## src/rtl/instruction_fetcher_pkg.sv

```systemverilog
// Shared types and constants for the fetch front end: address/instruction
// types, opcode fields, FSM encodings and the instruction queue entry layout.
package instruction_fetcher_pkg;

    typedef logic [31:0] addr_t;
    typedef logic [31:0] inst_t;

    localparam int OPCODE_MSB = 6;
    localparam int OPCODE_LSB = 0;
    localparam logic [6:0] OPCODE_JAL = 7'b1101111;
    localparam logic [6:0] OPCODE_BR  = 7'b1100011;

    localparam logic TRUE  = 1'b1;
    localparam logic FALSE = 1'b0;

    localparam logic [1:0] ST_IDLE    = 2'd0;
    localparam logic [1:0] ST_WAIT    = 2'd1;
    localparam logic [1:0] ST_DISCARD = 2'd2;

    typedef struct packed {
        inst_t inst;
        addr_t pc;
        logic  pred_taken;
    } iq_entry_t;

    function automatic logic [6:0] opcode_of(input inst_t inst);
        return inst[OPCODE_MSB:OPCODE_LSB];
    endfunction

endpackage

```

## src/rtl/instruction_fetcher_if.sv

```systemverilog
// Bus bundle between the fetcher and its neighbours: memory/icache port,
// branch predictor port, instruction queue head and ROB rollback.
interface instruction_fetcher_if;
    import instruction_fetcher_pkg::*;

    logic  mem_req_flag;
    addr_t mem_req_addr;
    logic  mem_done_flag;
    inst_t mem_inst;

    addr_t bp_pc;
    inst_t bp_inst;
    logic  bp_jump_flag;
    addr_t bp_imm;

    logic  iq_valid;
    inst_t iq_inst;
    addr_t iq_pc;
    logic  iq_pred_taken;
    logic  iq_pop;

    logic  rollback_flag;
    addr_t rollback_pc;

    modport master (
        output mem_req_flag, mem_req_addr,
        input  mem_done_flag, mem_inst,
        output bp_pc, bp_inst,
        input  bp_jump_flag, bp_imm,
        output iq_valid, iq_inst, iq_pc, iq_pred_taken,
        input  iq_pop,
        input  rollback_flag, rollback_pc
    );

    modport slave (
        input  mem_req_flag, mem_req_addr,
        output mem_done_flag, mem_inst,
        input  bp_pc, bp_inst,
        output bp_jump_flag, bp_imm,
        input  iq_valid, iq_inst, iq_pc, iq_pred_taken,
        output iq_pop,
        output rollback_flag, rollback_pc
    );

endinterface

```

## src/rtl/instruction_fetcher_inst_queue.sv

```systemverilog
// Circular FIFO of fetched instructions with synchronous flush; the head
// entry reads as all-zero while the queue is empty.
module inst_queue
    import instruction_fetcher_pkg::*;
#(
    parameter int DEPTH = 16
) (
    input  logic                     clk,
    input  logic                     rst,
    input  logic                     flush,
    input  logic                     push,
    input  iq_entry_t                push_data,
    input  logic                     pop,
    output iq_entry_t                head_data,
    output logic                     empty,
    output logic                     full,
    output logic [$clog2(DEPTH):0]   count
);

    localparam int PTR_W = $clog2(DEPTH);

    iq_entry_t        mem [DEPTH];
    logic [PTR_W-1:0] head;
    logic [PTR_W-1:0] tail;
    logic             pop_en;
    logic             push_en;

    assign empty   = (count == '0);
    assign full    = (count == (PTR_W + 1)'(DEPTH));
    assign pop_en  = pop & ~empty;
    assign push_en = push & (~full | pop_en);

    // Pointers wrap naturally because DEPTH is a power of two.
    always_ff @(posedge clk or negedge rst) begin
        if (!rst) begin
            head  <= '0;
            tail  <= '0;
            count <= '0;
        end else if (flush) begin
            head  <= '0;
            tail  <= '0;
            count <= '0;
        end else begin
            if (push_en) tail <= tail + 1'b1;
            if (pop_en)  head <= head + 1'b1;
            case ({push_en, pop_en})
                2'b10:   count <= count + 1'b1;
                2'b01:   count <= count - 1'b1;
                default: count <= count;
            endcase
        end
    end

    always_ff @(posedge clk) begin
        if (push_en && !flush) mem[tail] <= push_data;
    end

    assign head_data = empty ? '0 : mem[head];

endmodule

```

## src/rtl/instruction_fetcher.sv

```systemverilog
// Fetch stage: owns the PC, issues one fetch at a time, steers the PC with
// the branch prediction and buffers results in the instruction queue.
module instruction_fetcher
    import instruction_fetcher_pkg::*;
#(
    parameter int          IQ_DEPTH = 16,
    parameter logic [31:0] RESET_PC = 32'h0
) (
    input  logic                  clk,
    input  logic                  rst,
    input  logic                  rdy,
    instruction_fetcher_if.master bus
);

    localparam int CNT_W = $clog2(IQ_DEPTH) + 1;

    logic [1:0]       state;
    addr_t            pc;
    addr_t            pc_next;
    logic             req;
    logic             q_push;
    logic             q_pop;
    logic             q_flush;
    logic             q_empty;
    logic             q_full;
    logic [CNT_W-1:0] q_count;
    iq_entry_t        q_in;
    iq_entry_t        q_head;

    assign req = rst & rdy & ~bus.rollback_flag & (state == ST_IDLE)
               & (q_count < CNT_W'(IQ_DEPTH));

    assign pc_next = bus.bp_jump_flag ? pc + bus.bp_imm : pc + 32'd4;

    assign q_flush = rdy & bus.rollback_flag;
    assign q_pop   = rdy & ~bus.rollback_flag & bus.iq_pop;
    assign q_push  = rdy & ~bus.rollback_flag & (state == ST_WAIT)
                   & bus.mem_done_flag & (~q_full | q_pop);
    assign q_in    = '{inst: bus.mem_inst, pc: pc, pred_taken: bus.bp_jump_flag};

    // Rollback outranks everything; an in-flight fetch must still be drained.
    always_ff @(posedge clk or negedge rst) begin
        if (!rst) begin
            state <= ST_IDLE;
            pc    <= RESET_PC;
        end else if (rdy) begin
            if (bus.rollback_flag) begin
                pc <= bus.rollback_pc;
                case (state)
                    ST_WAIT, ST_DISCARD: state <= bus.mem_done_flag ? ST_IDLE : ST_DISCARD;
                    default:             state <= ST_IDLE;
                endcase
            end else begin
                case (state)
                    ST_IDLE: begin
                        if (req) state <= ST_WAIT;
                    end
                    ST_WAIT: begin
                        if (bus.mem_done_flag) begin
                            pc    <= pc_next;
                            state <= ST_IDLE;
                        end
                    end
                    ST_DISCARD: begin
                        if (bus.mem_done_flag) state <= ST_IDLE;
                    end
                    default: state <= ST_IDLE;
                endcase
            end
        end
    end

    inst_queue #(.DEPTH(IQ_DEPTH)) u_queue (
        .clk       (clk),
        .rst       (rst),
        .flush     (q_flush),
        .push      (q_push),
        .push_data (q_in),
        .pop       (q_pop),
        .head_data (q_head),
        .empty     (q_empty),
        .full      (q_full),
        .count     (q_count)
    );

    assign bus.mem_req_flag  = req;
    assign bus.mem_req_addr  = pc;
    assign bus.bp_pc         = pc;
    assign bus.bp_inst       = bus.mem_inst;
    assign bus.iq_valid      = ~q_empty;
    assign bus.iq_inst       = q_head.inst;
    assign bus.iq_pc         = q_head.pc;
    assign bus.iq_pred_taken = q_head.pred_taken;

endmodule
```

## src/flat_wrapper.sv

```systemverilog
// flat-port wrapper written by rule: the top's interface ports become plain ports
module instruction_fetcher_flat import instruction_fetcher_pkg::*;
#(
    parameter int          IQ_DEPTH = 16,
    parameter logic [31:0] RESET_PC = 32'h0
)
  (clk, rst, rdy, bus_mem_req_flag, bus_mem_req_addr, bus_mem_done_flag, bus_mem_inst, bus_bp_pc, bus_bp_inst, bus_bp_jump_flag, bus_bp_imm, bus_iq_valid, bus_iq_inst, bus_iq_pc, bus_iq_pred_taken, bus_iq_pop, bus_rollback_flag, bus_rollback_pc);
  instruction_fetcher_if bus_i ();
  input  logic clk;
  input  logic rst;
  input  logic rdy;
  output wire logic [$bits(bus_i.mem_req_flag)-1:0] bus_mem_req_flag;
  output wire logic [$bits(bus_i.mem_req_addr)-1:0] bus_mem_req_addr;
  input wire logic [$bits(bus_i.mem_done_flag)-1:0] bus_mem_done_flag;
  input wire logic [$bits(bus_i.mem_inst)-1:0] bus_mem_inst;
  output wire logic [$bits(bus_i.bp_pc)-1:0] bus_bp_pc;
  output wire logic [$bits(bus_i.bp_inst)-1:0] bus_bp_inst;
  input wire logic [$bits(bus_i.bp_jump_flag)-1:0] bus_bp_jump_flag;
  input wire logic [$bits(bus_i.bp_imm)-1:0] bus_bp_imm;
  output wire logic [$bits(bus_i.iq_valid)-1:0] bus_iq_valid;
  output wire logic [$bits(bus_i.iq_inst)-1:0] bus_iq_inst;
  output wire logic [$bits(bus_i.iq_pc)-1:0] bus_iq_pc;
  output wire logic [$bits(bus_i.iq_pred_taken)-1:0] bus_iq_pred_taken;
  input wire logic [$bits(bus_i.iq_pop)-1:0] bus_iq_pop;
  input wire logic [$bits(bus_i.rollback_flag)-1:0] bus_rollback_flag;
  input wire logic [$bits(bus_i.rollback_pc)-1:0] bus_rollback_pc;
  assign bus_mem_req_flag = bus_i.mem_req_flag;
  assign bus_mem_req_addr = bus_i.mem_req_addr;
  assign bus_i.mem_done_flag = bus_mem_done_flag;
  assign bus_i.mem_inst = bus_mem_inst;
  assign bus_bp_pc = bus_i.bp_pc;
  assign bus_bp_inst = bus_i.bp_inst;
  assign bus_i.bp_jump_flag = bus_bp_jump_flag;
  assign bus_i.bp_imm = bus_bp_imm;
  assign bus_iq_valid = bus_i.iq_valid;
  assign bus_iq_inst = bus_i.iq_inst;
  assign bus_iq_pc = bus_i.iq_pc;
  assign bus_iq_pred_taken = bus_i.iq_pred_taken;
  assign bus_i.iq_pop = bus_iq_pop;
  assign bus_i.rollback_flag = bus_rollback_flag;
  assign bus_i.rollback_pc = bus_rollback_pc;
  instruction_fetcher #(.IQ_DEPTH(IQ_DEPTH), .RESET_PC(RESET_PC)) u_core (.clk(clk), .rst(rst), .rdy(rdy), .bus(bus_i));
endmodule
```

## config.mk

```make
export PLATFORM = sky130hd
export DESIGN_NAME = instruction_fetcher_flat
export DESIGN_NICKNAME = d
export VERILOG_FILES = /design/src/rtl/instruction_fetcher_pkg.sv /design/src/rtl/instruction_fetcher_if.sv /design/src/rtl/instruction_fetcher_inst_queue.sv /design/src/rtl/instruction_fetcher.sv /design/src/flat_wrapper.sv
export SDC_FILE = /design/constraint.sdc
export NUM_CORES = 1
export LEC_CHECK = 0
export BUFFER_PORTS_ARGS = -buffer_cell sky130_fd_sc_hd__buf_2
export CAP_MARGIN = 20
export CORE_MARGIN = 3
export CORE_UTILIZATION = 55
export DETAILED_ROUTE_END_ITERATION = 6
export PLACE_DENSITY = 0.73
export SLEW_MARGIN = 20
export SYNTH_ARGS = -nofsm -noshare
export SYNTH_HDL_FRONTEND = slang
export SYNTH_HIERARCHICAL = 1
export SYNTH_SLANG_ARGS = --single-unit
```

## constraint.sdc

```tcl
create_clock -name clk -period 15.6 [get_ports clk]
set_input_delay 1.56 -clock clk [delete_from_list [all_inputs] [get_ports clk]]
set_output_delay 1.56 -clock clk [all_outputs]
set_load 0.02 [all_outputs]
```

==> results by group, run 1 <==
GRT
  – Vias in the first global route: 24200
  – GRT Util Overall: 23.5%
  – Total grt overflow: 0
  – First-pass GRT wire length: 151 mm
  – Initial antenna violation count: 1
  – Largest net degree at the start of global routing: 178

Layout
  – Final Net Count: 2671
  – Area Overhead vs Synth: 12.0%
  – Design Area, Final: 49900 um2
  – Fin util: 62.7%
  – Layout cell share with drive strength beyond 1: 28.5%

Logic synthesis
  – Mapped Cells: 2290
  – Top cells by area, synth: edfxtp_1, mux4_2, dfrtp_1
  – EDFF count, synth: 1040
  – Post-synth cell types: 79
  – Sequential area share after synthesis: 72.7%
  – Post-synth top flop: edfxtp_1
  – Share of the synthesized area in the top cell type: 70.1%
  – FFs w/ async S/R, synth: 4.32%
  – Syn Nets: 2437
  – Synth Cell Area: 44600 um2
  – Yosys top cell by area: edfxtp_1
  – Post-synthesis register bit count: 1087
  – Synth warn: 6
  – Mean Syn Cell Area: 19.5 um2

Clock network
  – CTS Root Cell: clkbuf_16
  – Post-CTS setup buffers: 0
  – Clock slew at reported path FFs: 0.06 ns
  – CTS tree: built
  – H-tree Lvls: 3
  – Number of CTS-inserted buffers: 105
  – Clock latency on the worst-skew pair: 0.66 ns
  – Clock Path Buffers: 3
  – Post-CTS sizing: 0
  – # hold bufs at CTS: 0
  – Clk sinks: 1087

Timing
  – Slew @ Worst Pin: 1.09 ns
  – Final min period: 6.08 ns
  – Max_slew headroom: 27.4%
  – Hold Slack: 0.552 ns
  – Setup-failing EPs final: 0
  – Endpoints failing hold: 0
  – Setup_tns: 0 ns
  – Final period utilization: 39.0%
  – Max-slew violation count: 0
  – FMAX: 164 MHz
  – Worst Skew: 0.0138 ns
  – RSZ-0062 raised after global routing: no

Placed design
  – DP HPWL: 54.1 mm
  – Routability cong.: 0.946
  – DP Area: 46600 um2
  – Buffers on Ports: 265

Floorplanning
  – Full die area: 84500 um2
  – # rows: 103
  – Width of the die: 291 um
  – Initial core utilization: 56.0%
  – Top Ports: 266
  – Core ar.: 79600 um2
  – Die Span Y: 291 um

Setup path
  – Crit path cell chain: buf_12 -> buf_16 -> buf_4 -> mux4_2 -> mux2i_1 -> nor2_1 -> a221o_1 -> buf_2
  – WP data arrival: 4.52 ns
  – Critical path class: flip-flop to primary output
  – CP peak stage delay: 0.90 ns
  – CP max FO: 112
  – Slowest cell on crit path: buf_4
  – Worst EP required: 14.04 ns
  – Crit end category: primary output
  – Startpoint types: flip-flop

Pwr
  – Power per cell area: 146 nW/um2
  – Pleak: 0.0168 uW
  – Max VDD drop: 0.0815 mV

Run
  – Max-cap check violation count: 0

Routing
  – 1st-pass router iterations: 5
  – Initial DRC count: 2152
  – Routed len/inst: 27.0 um
  – Drt drc: 0
  – Post-route ant nets: 0
  – Vias per cell: 6.32
  – Total Wirelength: 99.0 mm
  – Via count: 23100

Status
  – Status: complete, no violations

Hold path
  – Worst hold path class: flip-flop to flip-flop
-- cells in the final DEF, fill, tap and decap left out, types with 4 or more instances in the layout --
master	instances
a221o_1	67
buf_6	6
nor4_1	4
clkinv_2	19
buf_12	6
bufinv_16	5
xnor2_1	32
mux2i_1	71
o211ai_1	5
clkbuf_16	106
edfxtp_1	1040
a31oi_1	6
o21ai_1	6
nand2_1	58
buf_2	265
dfrtp_1	45
a21o_1	15
mux4_2	260
nand4_1	8
a21oi_1	69
nor2_1	133
clkinvlp_4	4
nand2b_1	12
nor2b_1	5
nor3_1	8
nor2_4	18
a221oi_1	5
and3_1	10
clkbuf_1	26
clkinv_1	26
nand3_1	23
o21ai_0	34
buf_4	23
a211oi_1	16
xor2_1	19
ha_1	42
inv_1	27
-- worst paths after layout --
check / startpoint / end / slack, ns / depth (start not counted)
max reg2reg: u_core/state[1] / u_core/u_queue/mem[10][7] / 11.06 / 10
min: u_core/state[1] / u_core/state[1] / 0.55 / 1
max in group asynchronous: rst / u_core/u_queue/head[1] / 14.08 / 2
min in group asynchronous: rst / u_core/bus.bp_pc[1] / 1.01 / 2
max: u_core/u_queue/head[1] / bus_iq_pc[1] / 9.52 / 8
min reg2reg: u_core/state[1] / u_core/state[1] / 0.55 / 1
-- critical path: cells and delay by family (launching register included) --
kind,cells,cell delay [ns]
buf+inv,4,1.96
simple gates,1,0.08
compound gates,1,0.32
flops,1,0.61
mux,2,0.71
-- stage by stage --
step | cells | total power [uW] | setup WS, ns
detailed placement | 3465 | 4990 | 9.66
floorplan | 2290 | 4540 | 9.26
finish | 3663 | 7300 | 9.52
global route | 3662 | 7590 | 9.31
CTS | 3660 | 7370 | 9.52
global placement | 3462 | 4960 | 9.84
-- sequential cells by signal (all words and copies together), names as in the netlist --
register and flops:
u_core/u_queue/mem 1040, u_core/bus.bp_pc 32, u_core/u_queue/count 5, u_core/u_queue/head 4, u_core/u_queue/tail 4, u_core/state 2
-- cells in the mapped netlist (6+ instances only) --
cell type / n
edfxtp_1: 1040
nand2b_1: 12
buf_1: 8
a211oi_1: 16
xor2_1: 19
o21ai_1: 7
buf_4: 70
a221o_1: 67
a31oi_1: 6
xnor2_1: 32
nand4_1: 8
a21oi_1: 69
nor3_1: 8
inv_1: 27
buf_2: 33
nand3_1: 23
nor2_1: 149
o21ai_0: 34
ha_1: 42
dfrtp_1: 47
mux4_2: 260
nand2_1: 58
a21o_1: 15
buf_6: 13
clkbuf_1: 48
and3_1: 10
mux2i_1: 71
-- per-layer routing --
layer  part of all wire, %  vias to the layer above  global-route usage (%)
li1                      -                     9804                       -
met4                   2.1                        0                    6.45
met3                   8.3                      143                    3.84
met5                     0                        -                       0
met2                    49                     1125                    37.6
met1                    41                    12100                    34.0
-- cell type report --
class,count,area (um2)
Antenna cell,1,2.50
Clock buffer,133,2760
Clock inverter,62,465
Fill cell,5507,29700
Inverter,28,108
Multi-Input combinational cell,1000,11100
Sequential cell,1087,32400
Tap cell,1050,1310
Timing Repair Buffer,302,1740
-- where the power goes --
group          total (uW)  switching (uW)  internal [uW]
logic                1450             825            628
registers            3460             158           3310
clock network        2380            1050           1340
total                7300            2030           5270
-- cell families (layout without fill, tap and decap cells) --
group | count (synthesis) | in the layout | synth area share (%)
buffers and inverters | 203 | 525 | 2.68
other | 0 | 1 | 0
XOR/XNOR | 51 | 51 | 1.00
AND/OR/NAND/NOR | 304 | 304 | 3.13
multiplexers | 334 | 334 | 14.8
adder cells (fa/ha/maj) | 44 | 44 | 1.27
flip-flops | 1087 | 1087 | 72.7
AO/OA/AOI/OAI | 267 | 267 | 4.42
(Power assumes the default switching activity.)
==> inputs of run 2 (changes only) <==
- clock period: 15.6 -> 6.3 ns (I/O delays scaled with it)
==> run 2 against run 1 <==
Global-route usage rose by 0.49 points. Setup slack got worse by 7.6 ns. Count of clock-buffer cells in the layout fell by 3. Non-clock buffer count rose by 10. Wire length rose by 1.9%. Die area did not move. First-iteration DRC count rose by 5.2%. Register-to-register slack got worse by 8.9 ns. Final area rose by 0.28%. Sequential power rose by 150%. Sequential share of layout area fell by 0.18 points.
==> results by group, run 2 (same netlist as run 1, synthesis figures left out) <==
Timing
  – Setup-failing EPs final: 0
  – Max_slew headroom: 23.3%
  – Worst Skew: 0.0176 ns
  – Slew @ Worst Pin: 1.15 ns
  – Max-slew violation count: 0
  – Final period utilization: 69.1%
  – Setup_tns: 0 ns
  – Final Worst Setup Slack: 1.95 ns
  – Final min period: 4.35 ns
  – Hold Slack: 0.0756 ns
  – Endpoints failing hold: 0
  – FMAX: 230 MHz
  – RSZ-0062 raised after global routing: no

Layout
  – Fin util: 62.9%
  – Layout cell share with drive strength beyond 1: 28.9%
  – Commonest non-fill, non-tap cell in the layout: edfxtp_1
  – Commonest cells after routing, fill and taps aside: edfxtp_1, buf_2, mux4_2
  – Reg with most FFs: u_core/u_queue/mem
  – Fin cells: 3669
  – Max reg flops: 1040
  – Final Net Count: 2680
  – Area Overhead vs Synth: 12.3%

Clock network
  – Number of CTS-inserted buffers: 104
  – Post-CTS sizing: 0
  – Clock latency on the worst-skew pair: 0.67 ns
  – CTS Root Cell: clkbuf_16
  – H-tree Lvls: 3
  – # hold bufs at CTS: 0
  – Clk sinks: 1087
  – Clock Path Buffers: 3
  – CTS tree: built
  – Clock slew at reported path FFs: 0.06 ns
  – Post-CTS setup buffers: 0

Floorplanning
  – Width of the die: 291 um
  – Top Ports: 266
  – Full die area: 84500 um2
  – Core ar.: 79600 um2
  – Initial core utilization: 56.0%
  – Die Span Y: 291 um
  – # rows: 103

Pwr
  – Pint: 13100 uW
  – Comb power frac: 20.0%
  – Power per cell area: 362 nW/um2
  – Sequential power share: 47.3%
  – Max VDD drop: 0.239 mV
  – Net Sw Frac: 27.7%
  – Sw Pwr: 5030 uW
  – Pleak: 0.0168 uW
  – Clk pwr share: 32.7%

Placed design
  – DP HPWL: 57.0 mm
  – Routability cong.: 0.933
  – Buffers on Ports: 265
  – DP Worst Slack: 1.55 ns
  – Dpl cells: 3477

Routing
  – Post-route ant nets: 0
  – 1st-pass router iterations: 5
  – Via count: 23400
  – Vias per cell: 6.37
  – Routed len/inst: 27.5 um
  – Total Wirelength: 101 mm
  – Drt drc: 0
  – Initial DRC count: 2264

Setup path
  – Slowest cell on crit path: o21bai_4
  – WP data arrival: 3.72 ns
  – Critical path class: flip-flop to primary output
  – CP max FO: 28
  – Crit path cell chain: or4_4 -> o21bai_4 -> buf_4 -> nor2_1 -> a221o_1 -> buf_2
  – Crit end category: primary output
  – Startpoint types: flip-flop
  – Worst EP required: 5.67 ns
  – RR Startpoint: u_core/state[1]
  – CP peak stage delay: 0.68 ns
  – Critical Path Start: u_core/u_queue/count[1]

Status
  – Status: complete, no violations

GRT
  – GRT Util Overall: 23.9%
  – Total grt overflow: 0
  – Largest net degree at the start of global routing: 92
  – First-pass GRT wire length: 153 mm
  – Vias in the first global route: 24100
  – Initial antenna violation count: 2

Run
  – Max-cap check violation count: 0

Hold path
  – Worst hold path class: input pin to asynchronous set/reset pin
[run 2: cell count changes in the layout (fill, tap and decap cells not counted), sizes merged]
cell    change
diode       +1
clkbuf      -3
inv         +1
buf        +10
clkinv      -4
bufinv      +1
[run 2: layout make-up]
cell class                 instances  area (um2)
inverter                          28         108
timing repair buffer             312        1860
clock inverter                    60         497
clock buffer                     130        2750
multi-input combinational       1000       11100
sequential                      1087       32400
tap                             1050        1310
fill                            5405       29600
antenna                            2        5.00
[run 2: path summary, 6_finish.rpt]
kind,end,slack (ns),depth (start not counted)
min,u_core/bus.bp_pc[1],0.08,2
min in group clk,u_core/bus.bp_pc[26],0.23,3
min reg2reg,u_core/state[1],0.54,1
max in group asynchronous,u_core/u_queue/head[0],5.72,2
max reg2reg,u_core/u_queue/mem[10][8],2.14,10
max,bus_iq_pc[16],1.95,6
[run 2: power groups by stage]
stage / clock [uW] / combinational, uW / sequential [uW]
after floorplan: 0 / 2650 / 8600
after global placement: 0 / 3600 / 8720
after detailed placement: 0 / 3650 / 8740
after CTS: 6050 / 3670 / 8590
after global routing: 6320 / 3900 / 8630
final: 5930 / 3630 / 8580
[run 2: metal layers]
| layer | up-vias | track usage (%) | part of all wire (%) |
|---|---|---|---|
| met5 | - | 0 | 0 |
| met4 | 0 | 6.56 | 2.0 |
| met3 | 125 | 3.94 | 8.0 |
| met2 | 1126 | 38.7 | 49 |
| met1 | 12300 | 34.4 | 41 |
| li1 | 9842 | - | - |
[run 2: metrics by stage]
step	instance area, um2	power, uW
after detailed placement	46800	12400
after global routing	50100	18900
after CTS	50100	18300
after global placement	46800	12300
after floorplan	44600	11300
final	50100	18100
[run 2: critical path: cells and delay by family, from the launching register on]
family          cells  cell delay (ns)
buf+inv             2             0.77
compound gates      2             1.09
flops               1             0.44
simple gates        2             0.76
==> inputs of run 3 (changes only) <==
- clock period: 6.3 -> 4.3 ns (I/O delays scaled with it)
==> run 3 against run 2 <==
Total power rose by 49%. Register-to-register slack worse by 1.3 ns. Wire length is 0.61% higher. Critical path depth unchanged. Clock power up 54%. Cell count grew 0.84%. First-iteration DRC count increased by 3.7%. Largest cell class unchanged.
==> results by group, run 3 (same netlist as run 1, synthesis figures left out) <==
GRT
  – Largest net degree at the start of global routing: 96
  – Initial antenna violation count: 1
  – First-pass GRT wire length: 154 mm
  – GRT Util Overall: 24.1%
  – Vias in the first global route: 24400
  – Total grt overflow: 0

Routing
  – Initial DRC count: 2347
  – 1st-pass router iterations: 6
  – Vias per cell: 6.36
  – Post-route ant nets: 0
  – Drt drc: 0
  – Routed len/inst: 27.4 um
  – Via count: 23500
  – Total Wirelength: 101 mm

Hold path
  – Worst hold path class: input pin to flip-flop

Placed design
  – Buffers on Ports: 265
  – DP HPWL: 57.0 mm
  – DP Area: 47100 um2
  – Routability cong.: 0.895

Clock network
  – Number of CTS-inserted buffers: 105
  – H-tree Lvls: 3
  – Clk sinks: 1087
  – Clock slew at reported path FFs: 0.07 ns
  – CTS tree: built
  – Clock Path Buffers: 3
  – Post-CTS setup buffers: 0
  – CTS Root Cell: clkbuf_16
  – Clock latency on the worst-skew pair: 0.66 ns

Layout
  – Commonest non-fill, non-tap cell in the layout: edfxtp_1
  – Final Net Count: 2710
  – Reg with most FFs: u_core/u_queue/mem
  – Design Area, Final: 50600 um2
  – Register area: 32400 um2
  – Fill cells: 5360
  – Max reg flops: 1040
  – Multi-input logic area: 11100 um2
  – Commonest cells after routing, fill and taps aside: edfxtp_1, buf_2, mux4_2
  – Layout cell share with drive strength beyond 1: 30.1%
  – Area Overhead vs Synth: 13.5%

Floorplanning
  – Die Span Y: 291 um
  – Width of the die: 291 um
  – Top Ports: 266
  – Initial core utilization: 56.0%
  – # rows: 103
  – Core ar.: 79600 um2
  – Full die area: 84500 um2

Setup path
  – WP data arrival: 3.44 ns
  – Crit end category: primary output
  – Startpoint types: flip-flop
  – Crit path cell chain: inv_4 -> buf_4 -> mux2i_1 -> nor2_1 -> a221o_1 -> buf_2
  – Critical path class: flip-flop to primary output
  – Worst EP required: 3.87 ns
  – Slowest cell on crit path: buf_4
  – CP peak stage delay: 0.72 ns
  – CP max FO: 35

Timing
  – Worst Skew: 0.0184 ns
  – Slew @ Worst Pin: 1.03 ns
  – Setup-failing EPs final: 0
  – Hold Slack: 0.0506 ns
  – RSZ-0062 raised after global routing: no
  – Max_slew headroom: 31.4%
  – Final period utilization: 90.0%
  – Final min period: 3.87 ns
  – Max-slew violation count: 0
  – FMAX: 258 MHz
  – Endpoints failing hold: 0

Status
  – Status: complete, no violations

Pwr
  – Tot Pwr: 27100 uW
  – Power per cell area: 536 nW/um2
  – Pleak: 0.0171 uW
  – Max VDD drop: 0.370 mV

Run
  – Max-cap check violation count: 0
run 3: changes by cell type in the layout (fill, tap and decap cells not counted), moves of 2 or more:
cell           change
clkinv_1           -6
dlygate4sd3_1      +3
clkinv_2           +3
buf_4             +17
bufinv_16          +5
clkinv_8           -3
inv_6              +2
buf_12            +13
clkinvlp_4         +2
buf_6              -3
clkbuf_1           -6
run 3: cell type report:
type	count	area share [%]
repair buffers	341	4.38
well taps	1050	2.60
diodes	2	0.00989
flip-flops and latches	1087	64.0
clock buffers	126	5.47
multi-input cells	1000	22.0
inverters	28	0.213
clock inverters	66	1.31
run 3: path summary, 6_finish.rpt:
kind | depth (start not counted) | slack [ns] | from | end
hold / removal | 2 | 0.05 | bus_rollback_pc[27] | u_core/bus.bp_pc[27]
setup reg to reg | 11 | 0.83 | u_core/bus.bp_pc[1] | u_core/bus.bp_pc[30]
max in group asynchronous | 3 | 3.29 | rst | u_core/u_queue/head[0]
hold reg to reg | 1 | 0.52 | u_core/state[1] | u_core/state[1]
setup / recovery | 6 | 0.43 | u_core/u_queue/head[2] | bus_iq_pc[16]
min in group asynchronous | 3 | 0.45 | rst | u_core/bus.bp_pc[0]
run 3: critical path, delay by kind of cell, from the launching register on:
kind / cells / cell delay (ns)
compound gates: 1 / 0.41
buf+inv: 3 / 1.48
flops: 1 / 0.44
mux: 1 / 0.29
simple gates: 1 / 0.08
run 3: metrics by stage:
stage / TNS [ns] / setup slack (ns) / std cells / util, %
global placement: 0 / 0.818 / 3503 / 59.2
CTS: 0 / 0.366 / 3698 / 63.5
finish: 0 / 0.428 / 3700 / 63.5
detailed placement: 0 / 0.708 / 3503 / 59.2
floorplan: -798.84 / -0.907 / 2290 / -
global route: 0 / 0.238 / 3698 / 63.5
run 3: routing by layer:
metal | GRT usage [%] | routed length [um]
met1 | 34.2 | 40400
met2 | 38.9 | 49600
met3 | 4.69 | 9050
met4 | 6.91 | 2310
met5 | 0 | 13
run 3: where the power goes:
group / total, uW / switching (uW) / internal (uW)
Combinational: 5660 / 3290 / 2360
Clock: 9160 / 3890 / 5270
Sequential: 12300 / 296 / 12000
run 3: what timing repair did:
item                                    CTS  global route
resized for setup                         0             0
endpoints found under the setup margin    0             0
endpoints found under the hold margin    49             0
hold buffers                              3             0
